`config.mk`:
```
export PLATFORM = sky130hd
export DESIGN_NAME = fighter_motion_ctrl
export DESIGN_NICKNAME = d
export VERILOG_FILES = /design/src/rtl/fighter_motion_ctrl.sv
export SDC_FILE = /design/constraint.sdc
export NUM_CORES = 1
export LEC_CHECK = 0
export CORE_ASPECT_RATIO = 0.8
export CORE_MARGIN = 10
export CORE_UTILIZATION = 30
export DETAILED_ROUTE_END_ITERATION = 10
export GPL_TIMING_DRIVEN = 0
export PLACE_DENSITY = 0.62
export SETUP_SLACK_MARGIN = 0.1
export SYNTH_ARGS = -nofsm -noshare
export SYNTH_HDL_FRONTEND = slang
export SYNTH_SLANG_ARGS = --single-unit
export TNS_END_PERCENT = 5
```
`constraint.sdc`:
```
create_clock -name vga_clk -period 10.13 [get_ports vga_clk]
set_input_delay 1.013 -clock vga_clk [delete_from_list [all_inputs] [get_ports vga_clk]]
set_output_delay 1.013 -clock vga_clk [all_outputs]
set_load 0.01 [all_outputs]
```
`src/rtl/fighter_motion_ctrl.sv`:
```
// Fighter position/motion integrator: keycode walk/jump sampled once per frame. Optional jump via FIGHTER_JUMP_EN.
// Latency: vsync rise -> frame_tick 3 vga_clk, outputs 1 cycle later; no backpressure, outputs hold between ticks.
module fighter_motion_ctrl #(
   parameter logic [9:0] X_MIN     = 10'd0,
   parameter logic [9:0] X_MAX     = 10'd549,
   parameter logic [9:0] X_START   = 10'd100,
   parameter logic [9:0] Y_GROUND  = 10'd300,
   parameter logic [9:0] STEP      = 10'd2,
`ifdef FIGHTER_JUMP_EN
   parameter logic [5:0] JUMP_V0   = 6'd12,
   parameter logic [5:0] GRAVITY   = 6'd1,
   parameter logic [7:0] KEY_JUMP  = 8'h1A,
`endif
   parameter logic [7:0] KEY_LEFT  = 8'h04,
   parameter logic [7:0] KEY_RIGHT = 8'h07
) (
   input  logic       vga_clk,
   input  logic       reset_n,
   input  logic       vsync,
   input  logic [7:0] keycode,
   output logic       frame_tick,
   output logic [9:0] motionx,
   output logic [9:0] spriteX,
   output logic [9:0] spriteY,
   output logic       facing_r,
   output logic       airborne
);

   logic vs_meta, vs_sync, vs_prev;

   always_ff @(posedge vga_clk or negedge reset_n) begin
      if (!reset_n) begin
         vs_meta    <= 1'b0;
         vs_sync    <= 1'b0;
         vs_prev    <= 1'b0;
         frame_tick <= 1'b0;
      end else begin
         vs_meta    <= vsync;
         vs_sync    <= vs_meta;
         vs_prev    <= vs_sync;
         frame_tick <= vs_sync & ~vs_prev;
      end
   end

   // Horizontal step in 11-bit signed so clamping sees the true sum, never a wrapped one.
   logic signed [10:0] x_req, x_sum, x_next, x_disp;
   logic               face_next;

   always_comb begin
      x_req     = '0;
      face_next = facing_r;
      if (keycode == KEY_LEFT) begin
         x_req     = -$signed({1'b0, STEP});
         face_next = 1'b0;
      end else if (keycode == KEY_RIGHT) begin
         x_req     = $signed({1'b0, STEP});
         face_next = 1'b1;
      end
      x_sum = $signed({1'b0, spriteX}) + x_req;
      if (x_sum < $signed({1'b0, X_MIN}))
         x_next = $signed({1'b0, X_MIN});
      else if (x_sum > $signed({1'b0, X_MAX}))
         x_next = $signed({1'b0, X_MAX});
      else
         x_next = x_sum;
      x_disp = x_next - $signed({1'b0, spriteX});
   end

   always_ff @(posedge vga_clk or negedge reset_n) begin
      if (!reset_n) begin
         spriteX  <= X_START;
         motionx  <= '0;
         facing_r <= 1'b1;
      end else if (frame_tick) begin
         spriteX  <= x_next[9:0];
         motionx  <= x_disp[9:0];
         facing_r <= face_next;
      end
   end

`ifdef FIGHTER_JUMP_EN
   typedef enum logic [1:0] {GROUND, RISE, FALL} state_t;

   state_t      state, state_nx;
   logic [5:0]  vy, vy_nx, vy_inc;
   logic [9:0]  y_nx;
   logic        air_nx;
   logic [10:0] y_up, y_dn;

   always_ff @(posedge vga_clk or negedge reset_n) begin
      if (!reset_n) begin
         state    <= GROUND;
         vy       <= '0;
         spriteY  <= Y_GROUND;
         airborne <= 1'b0;
      end else if (frame_tick) begin
         state    <= state_nx;
         vy       <= vy_nx;
         spriteY  <= y_nx;
         airborne <= air_nx;
      end
   end

   always_comb begin
      state_nx = state;
      vy_nx    = vy;
      y_nx     = spriteY;
      air_nx   = airborne;
      vy_inc   = vy + GRAVITY;
      y_up     = {1'b0, spriteY} - {5'b0, vy};
      y_dn     = {1'b0, spriteY} + {5'b0, vy_inc};
      case (state)
         GROUND: begin
            if (keycode == KEY_JUMP) begin
               state_nx = RISE;
               vy_nx    = JUMP_V0;
               air_nx   = 1'b1;
            end
         end
         RISE: begin
            // Hitting the top of the screen ends the ascent early.
            if (y_up[10]) begin
               y_nx     = '0;
               vy_nx    = '0;
               state_nx = FALL;
            end else begin
               y_nx = y_up[9:0];
               if (vy <= GRAVITY) begin
                  vy_nx    = '0;
                  state_nx = FALL;
               end else begin
                  vy_nx = vy - GRAVITY;
               end
            end
         end
         FALL: begin
            vy_nx = vy_inc;
            if (y_dn >= {1'b0, Y_GROUND}) begin
               y_nx     = Y_GROUND;
               vy_nx    = '0;
               air_nx   = 1'b0;
               state_nx = GROUND;
            end else begin
               y_nx = y_dn[9:0];
            end
         end
         default: begin
            state_nx = GROUND;
            vy_nx    = '0;
            y_nx     = Y_GROUND;
            air_nx   = 1'b0;
         end
      endcase
   end
`else
   assign spriteY  = Y_GROUND;
   assign airborne = 1'b0;
`endif

endmodule

```
### After elaboration in Yosys (flattened, before gate mapping)

Index checks and enable logic that the tools add are counted.

* add/sub/neg operators: 2
* multipliers: 0
* div/mod/pow operators: 0
* $lt $le $gt $ge: 2
* equal/unequal tests: 2
* shift operators: 0
* mux-type cells: 6
* bitwise logic cells: 2
* reduce and logical (&&, ||, !) cells: 2

Operator list (count)
* 10-bit two-way mux: 2
* 8-bit by 3-bit == test with 1-bit output, second input constant: 2
* 11-bit adder: 1
* 11-bit greater-than comparator, second input constant: 1
* 11-bit by 1-bit less-than comparator with 1-bit output, second input constant: 1
* 11-bit two-way mux: 1
* 10-bit subtractor: 1
* 1-bit two-way mux: 2
* 2-bit two-way mux: 1
* 2-bit AND reduction: 1
* 2-bit nonzero test: 1
* 1-bit AND: 1
* 1-bit inverter: 1

* register bits after elaboration: 25
* latch bits: 0
* memory bits (writable): 0
* bits in read-only memories: 0
* input bits: 11
* output and inout bits: 33
* logic and storage cells: 23
* memories: 0

### Depth between registers and ports, before layout

Gate-level depths: netlist of the first run.

* depth after elaboration: 8
* mapped depth: 22
* mapped depth without buffers: 22

### Worst setup path after synthesis of the first run

OpenSTA, ideal clock, no wires.

* path type: input to register
* start point: input port keycode[7]
* end point: register motionx[8]
* setup time: 96 ps
* arrival time: 5455 ps
* required time: 10034 ps
* path slack: 4580 ps
* stages on the path: 19
* buffers on the path: 0
* cells stage by stage: or4_4 -> nor4b_1 -> ha_1 -> ha_1 -> nor4_2 -> a21oi_1 -> xnor2_2 -> a31oi_2 -> o41ai_4 -> nand2_1 -> ha_1 -> nor2b_1 -> o21ai_0 -> a21boi_0 -> o21ai_0 -> a21boi_0 -> o21a_1 -> o21a_1 -> o31ai_1

* cells in the longest elaborated chain, start to end: 8
* elaborated cells on any way between the ends: 10
* those cells by class: 2 x add/sub; 2 x order compare; 2 x eq/ne; 4 x mux

RTL lines
* from (decl): RTL line 20 `input logic [7:0] keycode,`
* 8-bit by 3-bit == test with 1-bit output: RTL line 55 `end else if (keycode == KEY_RIGHT) begin`
* 2-bit two-way mux: RTL line 55
* 11-bit two-way mux (*): RTL line 52 `if (keycode == KEY_LEFT) begin`
* 11-bit adder (*): RTL line 59 `x_sum = $signed({1'b0, spriteX}) + x_req;`
* 11-bit greater-than comparator: RTL line 62 `else if (x_sum > $signed({1'b0, X_MAX}))`
* 10-bit two-way mux: RTL line 62
* 10-bit two-way mux (*): RTL line 60 `if (x_sum < $signed({1'b0, X_MIN}))`
* via x_next[2]: RTL line 46 `logic signed [10:0] x_req, x_sum, x_next, x_disp;`
* 10-bit subtractor (*): RTL line 66 `x_disp = x_next - $signed({1'b0, spriteX});`
* to (signal assigned): RTL line 76 `motionx <= x_disp[9:0];`
* to (decl): RTL line 22 `output logic [9:0] motionx,`

Mark *: on every way through the listed nets, which the timed path passes. The rest lies on a longest branch.
A chain may end at the register's enable or synchronous reset.

### Final worst setup path of the first run

* start point: input port keycode[7]
* end point: register motionx[9]

The elaborated chain is that of the path after synthesis.

==> impl_metrics.json, run 1 <==
{
  "status": "complete, no violations",
  "worst_slew_pin_slew_ps": 1163,
  "synth_cell_types": 54,
  "rsz0062_at_grt": "false",
  "core-area_mm2": 0.006409,
  "grt_pass1_wl_um": 8631,
  "final_util_pct": 38.87,
  "synth_fa_ha_area_share_pct": 7.940,
  "drc": 0,
  "die_y_um": 92.77,
  "place_inst": 346,
  "synth_seq_area_share_pct": 31.76,
  "cts_tree": "done",
  "wl_per_cell_um": 14.59,
  "use_met3_pct": 4.126,
  "syn_area_per_cell_um2": 8.985,
  "synth_compound_area_share_pct": 21.80,
  "yosys.area_share.simple_pct": 20.35,
  "use_met1_pct": 13.25,
  "portBuffers": 32,
  "grt_usage_pct": 9.846,
  "finalSetupViolCount": 0,
  "grt_max_degree": 26,
  "rows": 26,
  "clkLatencyLatePin_ps": 270,
  "postCtsSetupBuffers": 0,
  "fp.dieArea_mm2": 0.01029,
  "met2_usage_pct": 14.75,
  "dominantRegCellSynth": "dfrtp_1",
  "slew_viol_final": 0,
  "gp_congestion": 0.8766,
  "min_path_type": "register to register",
  "finalWorstSetupSlack_ps": 3467,
  "synth_top_family_by_area": "compound AO/OA/AOI/OAI gates",
  "syn_inst": 221,
  "yosysWarnings": 0,
  "area_delta_synth_final_pct": 25.46,
  "clk_pin_slew_worst_paths_ps": 90,
  "io_pins": 44,
  "cts_inserted_buffers": 3,
  "cts-root-buf": "clkbuf_8",
  "fin_skew_ps": 4.519,
  "synth.top_cell.area_share_pct": 26.47,
  "worstSetupPathType": "primary input to register",
  "ir_worst_vdd_mv": 0.09249,
  "powerDensity_mw_per_mm2": 176.5,
  "drive_gt1_share_pct": 14.66,
  "max_freq_ghz": 0.1501,
  "vias": 1676,
  "htreeDepth": 1,
  "critPathRequiredTime_ps": 10260,
  "synth_area_leaders": "dfrtp_1 26%, ha_1 6.9%, dfstp_2 5.3%, buf_4 4.5%, xnor2_1 4.4%",
  "path_max_fanout": 8,
  "hold_buffers": 0,
  "p_leak_uw": 0.001037,
  "grt_pass1_vias": 1682,
  "synthXorXnorAreaFrac_pct": 6.112,
  "syn-cell-area_mm2": 0.001986,
  "yosys-mux-area-fraction_pct": 2.773,
  "tns_ps": 0,
  "final_cells": 350,
  "cts_sinks": 25,
  "first_iter_violations": 140,
  "hold_violations": 0,
  "via_per_inst": 4.789,
  "synth_edf_count": 0,
  "holdWs_ps": 360.8,
  "drtAntennaViolNets": 0,
  "fin_crit_ps": 6663,
  "die_w_um": 111.0,
  "firstDrtPassIters": 4,
  "final_nets": 290,
  "cap_violations": 0,
  "yosys.area.top_type": "dfrtp_1",
  "crit_arrival_ps": 6790,
  "grt_overflow": 0,
  "hpwlAfterDp_um": 4066,
  "clk_path_buf_depth": 2,
  "async_reset_ff_share_pct": 100.0,
  "start_util_pct": 30.98,
  "cts_resized": 0,
  "fin_crit_sh_pct": 65.77,
  "endpoint_kind": "register",
  "start_kind": "primary input",
  "dp_slack_ps": 3262,
  "diodes": 0,
  "grt_antenna_before_repair": 0,
  "top_usage_layer": "met2",
  "wl_um": 5107,
  "synth-seq-cells": 25,
  "relSlewSlack_pct": 22.24
}
## state kept, by name, indices dropped and copies added (netlist names)
name / count
vs_prev: 1
spriteX: 10
frame_tick: 1
motionx: 10
vs_sync: 1
vs_meta: 1
facing_r: 1
## where the power goes
part           switching, uW  internal, uW
Combinational            127           120
Clock                   31.9          27.5
Sequential              12.1           121
## Yosys cell counts (4+ instances only)
master	instances
mux2_2	4
a31oi_1	4
inv_1	14
nand3_1	11
o21a_1	4
dfstp_2	4
nor3_1	4
a21oi_1	9
xnor2_1	10
ha_1	11
o21ai_1	4
dfrtp_1	21
buf_4	12
nor2_1	19
clkbuf_1	5
o21ai_0	8
o31ai_1	4
nand2_1	16
## critical path, cell delays in order
cell	delay [ps]
clkdlybuf4s50_1	440
or4_4	590
nor4b_1	530
ha_1	450
ha_1	380
nor4_2	100
a21oi_1	280
xnor2_2	170
a31oi_2	180
o41ai_4	660
nand2_1	120
ha_1	360
a211oi_1	350
a21oi_1	130
o2111ai_1	310
a21oi_1	150
o31ai_1	320
a21o_1	160
a31oi_1	80
## area by class of cell
| cell class | instances | area [um^2] |
|---|---|---|
| Buffer | 18 | 120.1 |
| Clock buffer | 3 | 41.29 |
| Clock inverter | 1 | 5.005 |
| Fill cell | 671 | 3918 |
| Inverter | 15 | 56.30 |
| Multi-Input combinational cell | 172 | 1212 |
| Sequential cell | 25 | 630.6 |
| Tap cell | 84 | 105.1 |
| Timing Repair Buffer | 32 | 320.3 |
## cells by family after synthesis
logic type	Yosys count
AND/OR/NAND/NOR	73
AO/OA/AOI/OAI	58
buffers and inverters	33
flip-flops	25
XOR/XNOR	13
adder cells (fa/ha/maj)	12
multiplexers	5
other	2
## metrics by stage
stage	power (uW)	cell area, um^2
3_3_place_gp	381.9	2445
2_1_floorplan	298.6	2019
5_1_grt	480.9	2491
3_5_place_dp	381.1	2445
4_1_cts	447.2	2491
6_report	439.6	2491
## placed cells by master (no fill, tap or decap), types with 4 or more instances in the layout
cell,instances
dfstp_2,4
nand3_1,11
o21ai_1,4
ha_1,11
mux2_2,4
buf_4,12
clkbuf_1,5
o21ai_0,8
o31ai_1,4
conb_1,11
clkdlybuf4s50_1,32
o21a_1,4
nor3_1,4
nand2_1,16
a31oi_1,4
inv_1,14
xnor2_1,10
nor2_1,19
a21oi_1,9
dfrtp_1,21
## final timing paths
| path | start | to | slack [ps] | depth (start not counted) |
|---|---|---|---|---|
| setup reg to reg | spriteX[2] | motionx[9] | 5320 | 17 |
| setup / recovery | keycode[7] | motionx[9] | 3470 | 19 |
| hold reg to reg | vs_meta | vs_sync | 360 | 0 |
| min in group asynchronous | reset_n | motionx[0] | 1360 | 1 |
| hold / removal | vs_meta | vs_sync | 360 | 0 |
| max in group asynchronous | reset_n | spriteX[4] | 8080 | 1 |
## routing by layer
metal	up-vias	part of all wire (%)
li1	872	-
met1	762	50
met2	40	42
met3	2	8.0
met4	0	0.37
met5	-	0
Power figures use the tool's default switching activity.
==> run 2, diff against run 1 <==
==> constraint.sdc (replaced) <==
create_clock -name vga_clk -period 6.7 [get_ports vga_clk]
set_input_delay 0.67 -clock vga_clk [delete_from_list [all_inputs] [get_ports vga_clk]]
set_output_delay 0.67 -clock vga_clk [all_outputs]
set_load 0.01 [all_outputs]
==> run 2 against run 1 <==
  * Global-route usage unchanged
  * Register-to-register slack worse by 3500 ps
  * Clock power up 51%
  * Total power up 51%
  * Utilization up 0.098 points
  * Sequential power up 51%
  * Final area up 0.25%
==> impl_metrics.json, run 2 (same netlist as run 1, synthesis figures left out) <==
{
  "finalSetupViolCount": 0,
  "rr_worst_depth": 17,
  "clkLatencyLatePin_ps": 270,
  "ir_worst_vdd_mv": 0.1404,
  "reg2reg_to": "motionx[9]",
  "finalWorstSetupSlack_ps": 585.5,
  "p_leak_uw": 0.001038,
  "status": "complete, no violations",
  "start_kind": "primary input",
  "first_iter_violations": 122,
  "cts_tree": "done",
  "holdPathStages": 0,
  "rsz0062_at_grt": "false",
  "min_to": "vs_sync",
  "endpoint_kind": "register",
  "hold_buffers": 0,
  "fin_crit_sh_pct": 91.26,
  "slew_viol_final": 0,
  "diodes": 0,
  "rows": 26,
  "path_max_fanout": 8,
  "tns_ps": 0,
  "total_power_uw": 664.2,
  "worst_slew_pin_slew_ps": 1157,
  "critPathRequiredTime_ps": 6830,
  "largest_registers": "motionx (10), spriteX (10)",
  "max_freq_ghz": 0.1635,
  "firstDrtPassIters": 4,
  "drtAntennaViolNets": 0,
  "min_path_type": "register to register",
  "crit_arrival_ps": 6240,
  "hpwlAfterDp_um": 4066,
  "r2r_start": "spriteX[2]",
  "start_util_pct": 30.98,
  "cap_violations": 0,
  "final_common_cell": "clkdlybuf4s50_1",
  "fin_crit_ps": 6115,
  "core-area_mm2": 0.006409,
  "io_pins": 44,
  "grt_antenna_before_repair": 0,
  "gp_congestion": 0.8766,
  "powerDensity_mw_per_mm2": 265.9,
  "die_w_um": 111.0,
  "fill_cells": 672,
  "grt_usage_pct": 9.846,
  "die_y_um": 92.77,
  "final_nets": 290,
  "vias": 1701,
  "htreeDepth": 1,
  "drive_gt1_share_pct": 15.04,
  "area_delta_synth_final_pct": 25.77,
  "grt_max_degree": 26,
  "drc": 0,
  "grt_overflow": 0,
  "clk_path_buf_depth": 2,
  "grt_pass1_wl_um": 8631,
  "cts_inserted_buffers": 3,
  "holdWs_ps": 360.8,
  "layout_common_cells": "32 x clkdlybuf4s50_1, 21 x dfrtp_1, 19 x nor2_1",
  "r2r_slack_ps": 1870,
  "fin_skew_ps": 4.513,
  "via_per_inst": 4.860,
  "relSlewSlack_pct": 22.60,
  "portBuffers": 32,
  "dp_slack_ps": 175.2,
  "cts_sinks": 25,
  "clk_pin_slew_worst_paths_ps": 90,
  "hold_violations": 0,
  "worstSetupPathType": "primary input to register",
  "fp.dieArea_mm2": 0.01029,
  "grt_pass1_vias": 1682,
  "wl_per_cell_um": 14.63,
  "wl_um": 5119,
  "hold_path.startpoint": "vs_meta",
  "cts-root-buf": "clkbuf_8"
}
==> run 2: cell counts in the layout (fill, tap and decap cells not counted) <==
Identical to the previous run, type by type.
==> run 2: routing by layer <==
layer  track usage, %  share of wire, %  vias up
met5                0                 0        -
met4           0.9740              0.37        0
met3            4.126               8.9        2
met2            14.75                42       44
met1            13.25                49      781
li1                 -                 -      874
==> run 2: critical path, stage by stage <==
cell	delay, ps
clkdlybuf4s50_1	440
or4_4	590
nor4b_2	350
ha_1	410
ha_1	380
nor4_2	110
a21oi_1	290
xnor2_2	170
a31oi_2	180
o41ai_4	650
nand2_1	110
ha_1	360
a211oi_1	350
a21oi_1	130
o2111ai_1	310
a21oi_1	150
o31ai_1	330
a21o_1	170
a31oi_1	80
==> run 2: power by group <==
group	internal (uW)	switching, uW	leakage [uW]
Clock	41.6	48.3	0.0000255
Combinational	181	192	0.000715
Sequential	183	18.1	0.000298
==> run 2: area by class of cell <==
type,count,area [um^2],share of cell area [%]
tap,84,105.1,4.208
timing repair buffer,32,320.3,12.83
buffer,18,120.1,4.810
clock inverter,1,5.005,0.2004
inverter,15,56.30,2.255
sequential,25,630.6,25.25
multi-input combinational,172,1219,48.80
clock buffer,3,41.29,1.653
==> run 2: what timing repair did <==
item                                    4_1_cts  5_1_grt
resized for setup                             0        1
buffers inserted                              0        0
endpoints found under the setup margin        0        3
endpoints found under the hold margin         0        0
==> run 2: how the worst max path moves through the flow <==
stage,start,to,slack (ps),depth (start not counted)
floorplan,keycode[7],motionx[8],1490,19
finish,keycode[7],motionx[9],590,19
global route,keycode[7],motionx[8],140,20
global placement,keycode[7],motionx[8],210,20
CTS,keycode[7],motionx[8],430,20
detailed placement,keycode[7],motionx[8],180,20
==> run 2: stage by stage <==
| stage | instance area (um^2) | utilization, % | instances |
|---|---|---|---|
| floorplan | 2019 | - | 230 |
| global placement | 2445 | 38.15 | 346 |
| detailed placement | 2445 | 38.15 | 346 |
| CTS | 2491 | 38.87 | 350 |
| global route | 2497 | 38.97 | 350 |
| finish | 2497 | 38.97 | 350 |
